[src/rtl/pipe_hazard_ctrl_pkg.sv]
// Shared types for the pipeline hazard sequencer: FSM states and the bundle
// of stage-control strobes with its canonical settings.
package pipe_hazard_ctrl_pkg;

  typedef enum logic {
    RUN      = 1'b0,
    MEM_WAIT = 1'b1
  } phc_state_e;

  typedef struct packed {
    logic pc_we;
    logic ifid_we;
    logic ifid_flush;
    logic idex_flush;
    logic exmem_we;
    logic redirect_valid;
  } ctrl_t;

  // Field order: pc_we, ifid_we, ifid_flush, idex_flush, exmem_we, redirect_valid
  localparam ctrl_t CTRL_HOLD     = '{1'b0, 1'b0, 1'b0, 1'b0, 1'b0, 1'b0};
  localparam ctrl_t CTRL_RESET    = '{1'b0, 1'b0, 1'b1, 1'b1, 1'b0, 1'b0};
  localparam ctrl_t CTRL_RUN      = '{1'b1, 1'b1, 1'b0, 1'b0, 1'b1, 1'b0};
  localparam ctrl_t CTRL_BUBBLE   = '{1'b0, 1'b0, 1'b0, 1'b1, 1'b1, 1'b0};
  localparam ctrl_t CTRL_REDIRECT = '{1'b1, 1'b1, 1'b1, 1'b1, 1'b1, 1'b1};

endpackage

[src/rtl/pipe_hazard_ctrl_hazard_detect.sv]
// Load-use hazard compare: a load in EX whose destination is read by the
// instruction currently in ID.
module hazard_detect #(
  parameter int REG_W = 5
) (
  input  logic             ex_valid,
  input  logic             ex_memread,
  input  logic [REG_W-1:0] ex_rd,
  input  logic [REG_W-1:0] id_rs1,
  input  logic [REG_W-1:0] id_rs2,
  input  logic             id_use_rs1,
  input  logic             id_use_rs2,
  output logic             load_use
);

  logic rs1_hit;
  logic rs2_hit;

  // x0 is hardwired to zero, so a load targeting it never creates a hazard.
  assign rs1_hit  = id_use_rs1 && (id_rs1 == ex_rd);
  assign rs2_hit  = id_use_rs2 && (id_rs2 == ex_rd);
  assign load_use = ex_valid && ex_memread && (ex_rd != '0) && (rs1_hit || rs2_hit);

endmodule

[src/rtl/pipe_hazard_ctrl.sv]
// Pipeline sequencer: stalls, flushes and PC redirects for the 5-stage core,
// with saturating stall/flush performance counters.
module pipe_hazard_ctrl
  import pipe_hazard_ctrl_pkg::*;
#(
  parameter int XLEN  = 32,
  parameter int REG_W = 5,
  parameter int CNT_W = 32
) (
  input  logic             clk,
  input  logic             rst,
  input  logic [REG_W-1:0] id_rs1,
  input  logic [REG_W-1:0] id_rs2,
  input  logic             id_use_rs1,
  input  logic             id_use_rs2,
  input  logic             ex_valid,
  input  logic             ex_memread,
  input  logic [REG_W-1:0] ex_rd,
  input  logic             ex_br_taken,
  input  logic             ex_jump,
  input  logic [XLEN-1:0]  ex_target,
  input  logic             dmem_req,
  input  logic             dmem_ready,
  output logic             pc_we,
  output logic             ifid_we,
  output logic             ifid_flush,
  output logic             idex_flush,
  output logic             exmem_we,
  output logic             redirect_valid,
  output logic [XLEN-1:0]  redirect_pc,
  output logic [CNT_W-1:0] stall_cycles,
  output logic [CNT_W-1:0] flush_events
);

  localparam logic [CNT_W-1:0] CNT_ONE = CNT_W'(1);

  phc_state_e      state, state_next;
  logic            pend_valid;
  logic [XLEN-1:0] pend_pc;
  ctrl_t           ctrl;
  logic            taken, mem_stall, load_use;
  logic            latch_pend, clear_pend, count_flush;

  assign taken     = ex_valid && (ex_br_taken || ex_jump);
  assign mem_stall = dmem_req && !dmem_ready;

  hazard_detect #(.REG_W(REG_W)) u_hazard_detect (
    .ex_valid   (ex_valid),
    .ex_memread (ex_memread),
    .ex_rd      (ex_rd),
    .id_rs1     (id_rs1),
    .id_rs2     (id_rs2),
    .id_use_rs1 (id_use_rs1),
    .id_use_rs2 (id_use_rs2),
    .load_use   (load_use)
  );

  always_comb begin
    // NOTE: every output gets a default first so no path leaves one unassigned (no latches).
    ctrl        = CTRL_HOLD;
    redirect_pc = '0;
    state_next  = state;
    latch_pend  = 1'b0;
    clear_pend  = 1'b0;
    count_flush = 1'b0;
    if (rst) begin
      ctrl = CTRL_RESET;
    end else if (mem_stall) begin
      // EX is frozen while memory stalls; remember a branch seen now for the release cycle.
      state_next = MEM_WAIT;
      latch_pend = taken && !pend_valid;
    end else begin
      state_next = RUN;
      if (state == MEM_WAIT && pend_valid) begin
        ctrl        = CTRL_REDIRECT;
        redirect_pc = pend_pc;
        count_flush = 1'b1;
        clear_pend  = 1'b1;
      end else if (taken) begin
        ctrl        = CTRL_REDIRECT;
        redirect_pc = ex_target;
        count_flush = 1'b1;
      end else if (load_use) begin
        ctrl = CTRL_BUBBLE;
      end else begin
        ctrl = CTRL_RUN;
      end
    end
  end

  assign pc_we          = ctrl.pc_we;
  assign ifid_we        = ctrl.ifid_we;
  assign ifid_flush     = ctrl.ifid_flush;
  assign idex_flush     = ctrl.idex_flush;
  assign exmem_we       = ctrl.exmem_we;
  assign redirect_valid = ctrl.redirect_valid;

  // NOTE: sequential state uses non-blocking assignments so every register samples pre-edge values.
  always_ff @(posedge clk) begin
    if (rst) begin
      state        <= RUN;
      pend_valid   <= 1'b0;
      pend_pc      <= '0;
      stall_cycles <= '0;
      flush_events <= '0;
    end else begin
      state <= state_next;
      if (latch_pend) begin
        pend_valid <= 1'b1;
        pend_pc    <= ex_target;
      end else if (clear_pend) begin
        pend_valid <= 1'b0;
      end
      if (!ctrl.pc_we && stall_cycles != '1)
        stall_cycles <= stall_cycles + CNT_ONE;
      if (count_flush && flush_events != '1)
        flush_events <= flush_events + CNT_ONE;
    end
  end

endmodule

[config.mk]
export PLATFORM = sky130hd
export DESIGN_NAME = pipe_hazard_ctrl
export DESIGN_NICKNAME = d
export VERILOG_FILES = /design/src/rtl/pipe_hazard_ctrl_pkg.sv /design/src/rtl/pipe_hazard_ctrl_hazard_detect.sv /design/src/rtl/pipe_hazard_ctrl.sv
export SDC_FILE = /design/constraint.sdc
export NUM_CORES = 1
export LEC_CHECK = 0
export CORE_MARGIN = 5
export CORE_UTILIZATION = 50
export CTS_CLUSTER_SIZE = 30
export DETAILED_ROUTE_END_ITERATION = 7
export PLACE_DENSITY = 0.82
export SETUP_SLACK_MARGIN = 0.5
export SLEW_MARGIN = 15
export SYNTH_ARGS = -nofsm -noshare
export SYNTH_HDL_FRONTEND = slang
export SYNTH_SLANG_ARGS = --single-unit
[constraint.sdc]
create_clock -name clk -period 5.2 [get_ports clk]
set_input_delay 0.52 -clock clk [delete_from_list [all_inputs] [get_ports clk]]
set_output_delay 0.52 -clock clk [all_outputs]
set_load 0.03 [all_outputs]
==> summary.md, run 1 <==
| Metric | Value |
|---|---|
| Status | `finished clean` |
| Top cell by count, worst path | `inv_1` |
| Worst VDD drop | `0.000172 V` |
| Hold Path Sink | `pend_pc[16]` |
| Antenna diodes | `0` |
| Synth area leaders | `dfxtp_1 40%, nand2_1 7.1%, a21oi_1 6.4%` |
| CP Capture Type | `output port` |
| Cell with the most instances after synthesis | `dfxtp_1` |
| Cts bufs inserted | `9` |
| Vias | `5,099` |
| Fin crit period | `3510 ps` |
| Post-synth EDFFs | `0` |
| Post-synth ARST share | `0%` |
| Post-synth net total | `676` |
| Terminus of the critical flop-to-flop path | `flush_events[26]` |
| Final net count | `812` |
| Synth Flop Type | `dfxtp_1` |
| Period utilisation layout | `67.4%` |
| HP Start | `pend_pc[16]` |
| Crit path kind | `input pin to output port` |
| Worst stage delay on the critical path | `720 ps` |
| WP data required | `4680 ps` |
| Max_cap viols | `0` |
| Vias/cell | `5.72` |
| Yosys reg bits | `98` |
| CP arrival | `2990 ps` |
| First-pass GRT wire length | `23.1 mm` |
| Die span in y | `109 microns` |
| Grt ovf | `0` |
| Final Skew | `14.2 ps` |
| Final Cell Area | `0.00672 sq mm` |
| Area share of the largest cell type after synthesis | `40.2%` |
| DIE AREA | `0.0118 sq mm` |
| Reg-to-reg startpoint | `flush_events[0]` |
| Cells after Synth | `617` |
| Row cnt | `36` |
| Max H-tree Level | `3` |
| Post-CTS Setup Repair Bufs | `0` |
| Layout Utilization | `69.7%` |
| Post-DP HPWL | `10.5 mm` |
| Overall Power | `1520 uW` |
| Post-route DRC violation count | `0` |
| F_max | `285 MHz` |
| RSZ-0062 raised after global routing | `false` |
| Final setup viols | `0` |
| CP Cell Sequence | `buf_4 > inv_1 > nand2_1 > inv_1 > a31oi_1 > a31o_2 > clkdlybuf4s50_1` |
| Placer congestion estimate | `0.834` |
| Most frequent cells after synthesis | `98 x dfxtp_1, 92 x nand2_1, 77 x nor2_1` |
| CTS root buf | `clkbuf_8` |
| Post-CTS resize count | `0` |
| Initial DRC Count | `451` |
| CTS Hold Bufs | `0` |
| Slew @ Worst Pin | `1060 ps` |
| Pleak | `0.00216 uW` |
| Worst-Skew Late Latency | `360 ps` |
| Share of layout cells above drive strength 1 | `5.28%` |
| Nature of the critical path startpoint | `input pin` |
| CTS sink cnt | `98` |
| Longest Clk Path Bufs | `2` |
| Synthesized area | `0.00487 sq mm` |
| Part of the Yosys area used for sequential elements | `40.2%` |
| Hold path depth | `2` |
| Dpl cell area | `0.00649 sq mm` |
| Initial antenna violation count | `0` |
| Rel. slew slack | `29.5%` |
| Crit path buf inv count | `4` |
| CTS tree | `done` |
| Mean Syn Cell Area | `7.90 sq um` |
| Clock Pin Slew Worst Setup and Hold Paths | `90 ps` |
| Yosys top cell by area | `dfxtp_1` |
| I/O pins | `159` |
| R2R cell count | `7` |
| Max Slew Vio Count | `0` |
| Vias in the first global route | `4,793` |
| Pre-Repair DR Iteration Count | `5` |
| WL per Instance | `16.2 microns` |
| Starting Density | `50.6%` |
| Top delay family on crit path | `buffers and inverters` |
| GR Util All Layers | `24.0%` |
| Hold crit path type | `flip-flop to flip-flop` |
| I/O Buffers | `158` |
| WHS | `462 ps` |
| Core Region | `0.00964 sq mm` |
| WP depth | `7` |
| Power density cells | `226 mW/mm^2` |
| Final wirelength | `14.4 mm` |
| Setup TNS | `0 ps` |
| CP max stage cell | `buf_4` |
| Critical Path Source | `rst` |
| Reg2Reg Setup Slack | `2490 ps` |
| Crit Path Max Fanout | `99` |
| Layout area overhead | `37.9%` |
| Largest net degree at the start of global routing | `100` |
| Yosys warnings | `0` |
| Die Span X | `109 microns` |
| Hold Vio Cnt, Final | `0` |
| Library cells used by synthesis | `50` |
| Final ANT Viol Nets | `0` |
==> cell families after synthesis <==
family | count (synthesis) | synth area share [%]
simple gates | 286 | 28.4
compound gates | 142 | 19.2
flops | 98 | 40.2
buf+inv | 48 | 4.21
xor+xnor | 39 | 7.01
mux | 2 | 0.411
fa+ha+maj | 2 | 0.513
==> metrics by stage <==
step	setup WS [ps]	cells
finish	1690	891
floorplan	2680	617
CTS	1690	891
detailed placement	1570	875
global route	1580	891
global placement	1710	875
==> state kept, by name, indices dropped and copies added (netlist names) <==
| signal | flops |
|---|---|
| stall_cycles | 32 |
| pend_valid | 1 |
| pend_pc | 32 |
| state | 1 |
| flush_events | 32 |
==> cells in the final DEF (no fill, tap or decap), drive strengths merged, types with 2 or more instances in the layout <==
| cell type | instances |
|---|---|
| o211ai | 3 |
| xor2 | 27 |
| mux2i | 2 |
| o31ai | 16 |
| inv | 13 |
| nand2 | 93 |
| buf | 5 |
| nor3 | 4 |
| and3 | 6 |
| clkbuf | 11 |
| a211oi | 2 |
| o21a | 2 |
| o21ai | 14 |
| or4 | 18 |
| nand4 | 23 |
| nand4b | 2 |
| nor4 | 4 |
| dfxtp | 98 |
| a22oi | 32 |
| or2 | 7 |
| ha | 2 |
| a31oi | 2 |
| xnor2 | 12 |
| or3 | 14 |
| clkdlybuf4s50 | 157 |
| and2 | 3 |
| o22ai | 2 |
| nor2 | 77 |
| nand3 | 29 |
| bufinv | 2 |
| a21oi | 62 |
==> layer usage <==
metal	vias up	track usage (%)	wire (microns)
met5	-	0	0
met4	0	7.48	274
met3	25	4.32	1120
met2	206	40.9	6780
met1	2401	31.0	6250
li1	2467	-	-
==> how the worst max path moves through the flow <==
| stage | to |
|---|---|
| global route | idex_flush |
| floorplan | flush_events[26] |
| detailed placement | stall_cycles[13] |
| global placement | stall_cycles[5] |
| finish | idex_flush |
| CTS | redirect_pc[1] |
==> worst reg2reg max path, stage by stage, from the launching register on <==
cell and delay [ps]:
dfxtp_1 400, ha_1 280, nand2_2 120, a2111oi_4 670
o311ai_4 270, or2_0 380, or3_1 370, a21oi_1 140
==> cell type report <==
| cell class | instances | area (sq um) |
|---|---|---|
| well taps | 133 | 166 |
| repair buffers | 162 | 1610 |
| multi-input cells | 471 | 2720 |
| fillers | 810 | 2920 |
| clock buffers | 11 | 141 |
| inverters | 11 | 41.3 |
| clock inverters | 5 | 85.1 |
| flip-flops and latches | 98 | 1960 |
==> report_power, final <==
part	total [uW]	internal, uW	leakage [uW]	switching (uW)
logic	200	86.9	0.00125	113
clock network	553	288	0.000111	265
registers	764	758	0.000791	6.03
Note: power is estimated with default switching activity, not from simulation.
==> run 2: changes to the inputs <==
CORE_UTILIZATION = 42   (was 50)
PLACE_DENSITY = 0.73   (was 0.82)
clock period = 3.1 ns   (was 5.2 ns; I/O delays follow)
==> summary.md, run 2 (same netlist as run 1, synthesis figures left out) <==
| Metric | Value |
|---|---|
| Status | `finished clean` |
| Rel. slew slack | `27.5%` |
| Row cnt | `39` |
| Crit path kind | `input pin to output port` |
| Final setup viols | `0` |
| Cts bufs inserted | `9` |
| WP data required | `2790 ps` |
| Die Span X | `118 microns` |
| Largest net degree at the start of global routing | `80` |
| Max Slew Vio Count | `0` |
| Initial antenna violation count | `1` |
| GR Util All Layers | `20.6%` |
| Worst-Skew Late Latency | `340 ps` |
| Final ANT Viol Nets | `0` |
| Period utilisation layout | `82.3%` |
| RSZ-0062 raised after global routing | `true` |
| DIE AREA | `0.0139 sq mm` |
| I/O pins | `159` |
| I/O Buffers | `158` |
| Max H-tree Level | `3` |
| Placer congestion estimate | `0.860` |
| Longest Clk Path Bufs | `2` |
| Final wirelength | `14.9 mm` |
| Final Skew | `5.27 ps` |
| WHS | `397 ps` |
| Final net count | `821` |
| CTS tree | `done` |
| CTS sink cnt | `98` |
| Core Region | `0.0114 sq mm` |
| Worst VDD drop | `0.000216 V` |
| WL per Instance | `16.4 microns` |
| Initial DRC Count | `429` |
| Fin worst setup slack | `548 ps` |
| CP max stage cell | `clkdlybuf4s50_1` |
| Slew @ Worst Pin | `1090 ps` |
| Overall Power | `2900 uW` |
| Grt ovf | `0` |
| First-pass GRT wire length | `24.4 mm` |
| Pre-CTS WS | `233 ps` |
| Die span in y | `118 microns` |
| Starting Density | `42.7%` |
| Commonest non-fill, non-tap cell in the layout | `clkdlybuf4s50_1` |
| Max_cap viols | `0` |
| Hold Vio Cnt, Final | `0` |
| CP Cell Sequence | `clkdlybuf4s50_1 > or3_1 > o311a_1 > o21a_1 > nand2_1 > clkdlybuf4s15_1` |
| Pre-Repair DR Iteration Count | `5` |
| Vias in the first global route | `4,873` |
| Biggest regs | `flush_events: 32 flops, pend_pc: 32 flops, stall_cycles: 32 flops` |
| Vias/cell | `5.57` |
| Worst stage delay on the critical path | `470 ps` |
| Setup TNS | `0 ps` |
| CP arrival | `2240 ps` |
| Layout area overhead | `43.4%` |
| Antenna diodes | `0` |
| Commonest cells after routing, fill and taps aside | `127 x clkdlybuf4s50_1, 98 x dfxtp_1, 92 x nand2_1` |
| Share of layout cells above drive strength 1 | `6.92%` |
| Hold crit path type | `input pin to flip-flop` |
| CTS Hold Bufs | `0` |
| Pleak | `0.00269 uW` |
| Power density cells | `414 mW/mm^2` |
| Post-CTS Setup Repair Bufs | `0` |
| Vias | `5,060` |
| CTS root buf | `clkbuf_16` |
| Clock Pin Slew Worst Setup and Hold Paths | `60 ps` |
| Post-DP HPWL | `10.8 mm` |
| Fin crit period | `2550 ps` |
| CP Capture Type | `output port` |
| Crit Path Max Fanout | `3` |
| Post-route DRC violation count | `0` |
| F_max | `392 MHz` |
| Nature of the critical path startpoint | `input pin` |
-- run 2: cell types whose count changed in the layout (fill, tap and decap cells not counted), sizes merged --
cell / before / now
bufinv: 2 / 3
inv: 13 / 11
clkdlybuf4s50: 157 / 127
buf: 5 / 16
dlygate4sd2: 0 / 1
clkinv: 0 / 1
clkdlybuf4s15: 0 / 1
dlymetal6s2s: 0 / 25
-- run 2: final cells by class --
type / instances / area, sq um
fillers: 1005 / 4430
multi-input cells: 471 / 2730
flip-flops and latches: 98 / 1960
repair buffers: 171 / 1740
clock buffers: 10 / 239
well taps: 143 / 179
clock inverters: 5 / 103
inverters: 11 / 41.3
-- run 2: critical path: cells and delay by family --
kind	cells	cell delay, ps
compound gates	2	520
simple gates	2	550
buf+inv	2	860
-- run 2: final timing paths --
path                     from          endpoint  slack, ps  cells past startpoint
max reg2reg  stall_cycles[14]  stall_cycles[26]        660                      6
max                  ex_rd[0]             pc_we        550                      6
min                       rst        pend_valid        400                      2
min reg2reg       pend_pc[16]       pend_pc[16]        460                      2
-- run 2: where the power goes --
| group | switching [uW] | internal [uW] | leakage (uW) |
|---|---|---|---|
| Combinational | 191 | 151 | 0.00173 |
| Sequential | 10.2 | 1270 | 0.000791 |
| Clock | 468 | 805 | 0.000165 |
| Total | 669 | 2230 | 0.00269 |
-- run 2: what timing repair did --
action	4_1_cts	5_1_grt
setup endpoints to repair	34	37
gates resized for setup	5	31
cloned	0	0
-- run 2: through the flow --
stage / cell area [sq um] / util [%] / std cells
2_1_floorplan: 4870 / - / 617
3_3_place_gp: 6580 / 57.6 / 894
3_5_place_dp: 6580 / 57.6 / 894
4_1_cts: 6920 / 60.6 / 909
5_1_grt: 6990 / 61.2 / 909
6_report: 6990 / 61.2 / 909
-- run 2: layer usage --
| layer | routed length [microns] | vias up | track usage (%) |
|---|---|---|---|
| met1 | 6770 | 2389 | 27.5 |
| met3 | 807 | 15 | 3.89 |
| li1 | - | 2489 | - |
| met2 | 7110 | 165 | 33.8 |
| met4 | 181 | 2 | 6.09 |
| met5 | 7 | - | 0 |
==> run 3: changes to the inputs <==
CORE_UTILIZATION = 46   (was 42)
PLACE_DENSITY = 0.76   (was 0.73)
clock period = 2.5 ns   (was 3.1 ns; I/O delays follow)
==> summary.md, run 3 (same netlist as run 1, synthesis figures left out) <==
| Metric | Value |
|---|---|
| Final Cell Area | `0.00756 sq mm` |
| Hold Vio Cnt, Final | `0` |
| Inst Count DP | `895` |
| Core Region | `0.0103 sq mm` |
| Worst VDD drop | `0.000280 V` |
| Pleak | `0.00279 uW` |
| Grt ovf | `0` |
| Final wirelength | `16.5 mm` |
| Rel. slew slack | `49.5%` |
| Share of layout cells above drive strength 1 | `26.3%` |
| Die Span X | `113 microns` |
| Layout area overhead | `55.1%` |
| Max Slew Vio Count | `0` |
| Cts bufs inserted | `9` |
| F_max | `482 MHz` |
| DIE AREA | `0.0128 sq mm` |
| Fin crit period | `2080 ps` |
| Fin worst setup slack | `424 ps` |
| Vias in the first global route | `5,008` |
| Initial DRC Count | `542` |
| GR Util All Layers | `23.4%` |
| Post-DP HPWL | `10.9 mm` |
| I/O pins | `159` |
| Pre-Repair DR Iteration Count | `5` |
| Initial antenna violation count | `2` |
| Final setup viols | `0` |
| Slew @ Worst Pin | `758 ps` |
| Worst-Skew Late Latency | `360 ps` |
| Crit Path Max Fanout | `8` |
| CTS root buf | `clkbuf_8` |
| Placer congestion estimate | `0.881` |
| Final net count | `868` |
| Row cnt | `37` |
| Commonest cells after routing, fill and taps aside | `101 x clkdlybuf4s50_1, 89 x nand2_1, 76 x nor2_1, 76 x buf_4, 59 x a21oi_1` |
| Max_cap viols | `0` |
| Commonest non-fill, non-tap cell in the layout | `clkdlybuf4s50_1` |
| Die span in y | `113 microns` |
| Vias | `5,447` |
| WP data required | `2730 ps` |
| Pre-CTS WS | `-20.2 ps` |
| Vias/cell | `5.73` |
| I/O Buffers | `158` |
| Nature of the critical path startpoint | `flip-flop` |
| Longest Clk Path Bufs | `2` |
| CTS Hold Bufs | `0` |
| Layout Utilization | `73.2%` |
| Dpl cell area | `0.00667 sq mm` |
| First-pass GRT wire length | `25.0 mm` |
| Starting Density | `47.2%` |
| Clock Pin Slew Worst Setup and Hold Paths | `100 ps` |
| Post-route DRC violation count | `0` |
| Max H-tree Level | `3` |
| Final ANT Viol Nets | `0` |
| Status | `finished clean` |
| Final Non-Filler Cells | `951` |
| RSZ-0062 raised after global routing | `true` |
| Final Skew | `11.6 ps` |
| CP arrival | `2310 ps` |
| Overall Power | `3270 uW` |
| Hold crit path type | `input pin to flip-flop` |
| Reg2Reg Setup Slack | `420 ps` |
| Crit path kind | `flip-flop to flip-flop` |
| CTS tree | `done` |
| Period utilisation layout | `83.0%` |
| Power density cells | `433 mW/mm^2` |
| CTS sink cnt | `98` |
| CP Capture Type | `flip-flop` |
| Biggest regs | `flush_events: 32 flops, pend_pc: 32 flops, stall_cycles: 32 flops` |
| Largest net degree at the start of global routing | `72` |
| WL per Instance | `17.3 microns` |
run 3: cell type report:
cell class	instances	area, sq um
antenna	1	2.50
clock buffer	11	151
clock inverter	5	76.3
fill	767	2770
inverter	11	41.3
multi-input combinational	471	2930
sequential	98	2070
tap	136	170
timing repair buffer	218	2120
run 3: timing repair:
| action | in CTS | in global routing |
|---|---|---|
| endpoints found under the setup margin | 71 | 82 |
| pin swaps | 14 | 41 |
| cloned | 0 | 5 |
| buffers inserted | 11 | 23 |
| resized for setup | 36 | 66 |
run 3: routing by layer:
metal / wire, microns / part of all wire [%] / GRT usage, %
met1: 6800 / 41 / 29.9
met2: 8040 / 49 / 38.6
met3: 1200 / 7.3 / 5.45
met4: 405 / 2.5 / 8.49
met5: 11 / 0.067 / 0
run 3: report_power, final:
part	internal [uW]	switching (uW)	leakage, uW
clock network	614	545	0.000113
registers	1560	17.0	0.000820
logic	261	275	0.00186
run 3: through the flow:
| step | TNS (ps) | hold WS [ps] |
|---|---|---|
| 6_report | 0 | 352 |
| 5_1_grt | 0 | 354 |
| 4_1_cts | 0 | 333 |
| 3_5_place_dp | -45.2 | 447 |
| 3_3_place_gp | 0 | 442 |
| 2_1_floorplan | 0 | 386 |
run 3: path summary, 6_finish.rpt:
path	from	end	depth (start not counted)
max	stall_cycles[14]	stall_cycles[1]	8
min	rst	stall_cycles[22]	3
max reg2reg	stall_cycles[14]	stall_cycles[1]	8
min reg2reg	pend_pc[4]	pend_pc[4]	2
run 3: worst max-delay path: stages (launching register included):
cell       delay (ps)
dfxtp_2           410
nand4_1           210
nor3_4            270
nand4_1           300
nand3_4           240
clkbuf_16         190
buf_6             100
mux2i_1           170
nor2_1             50
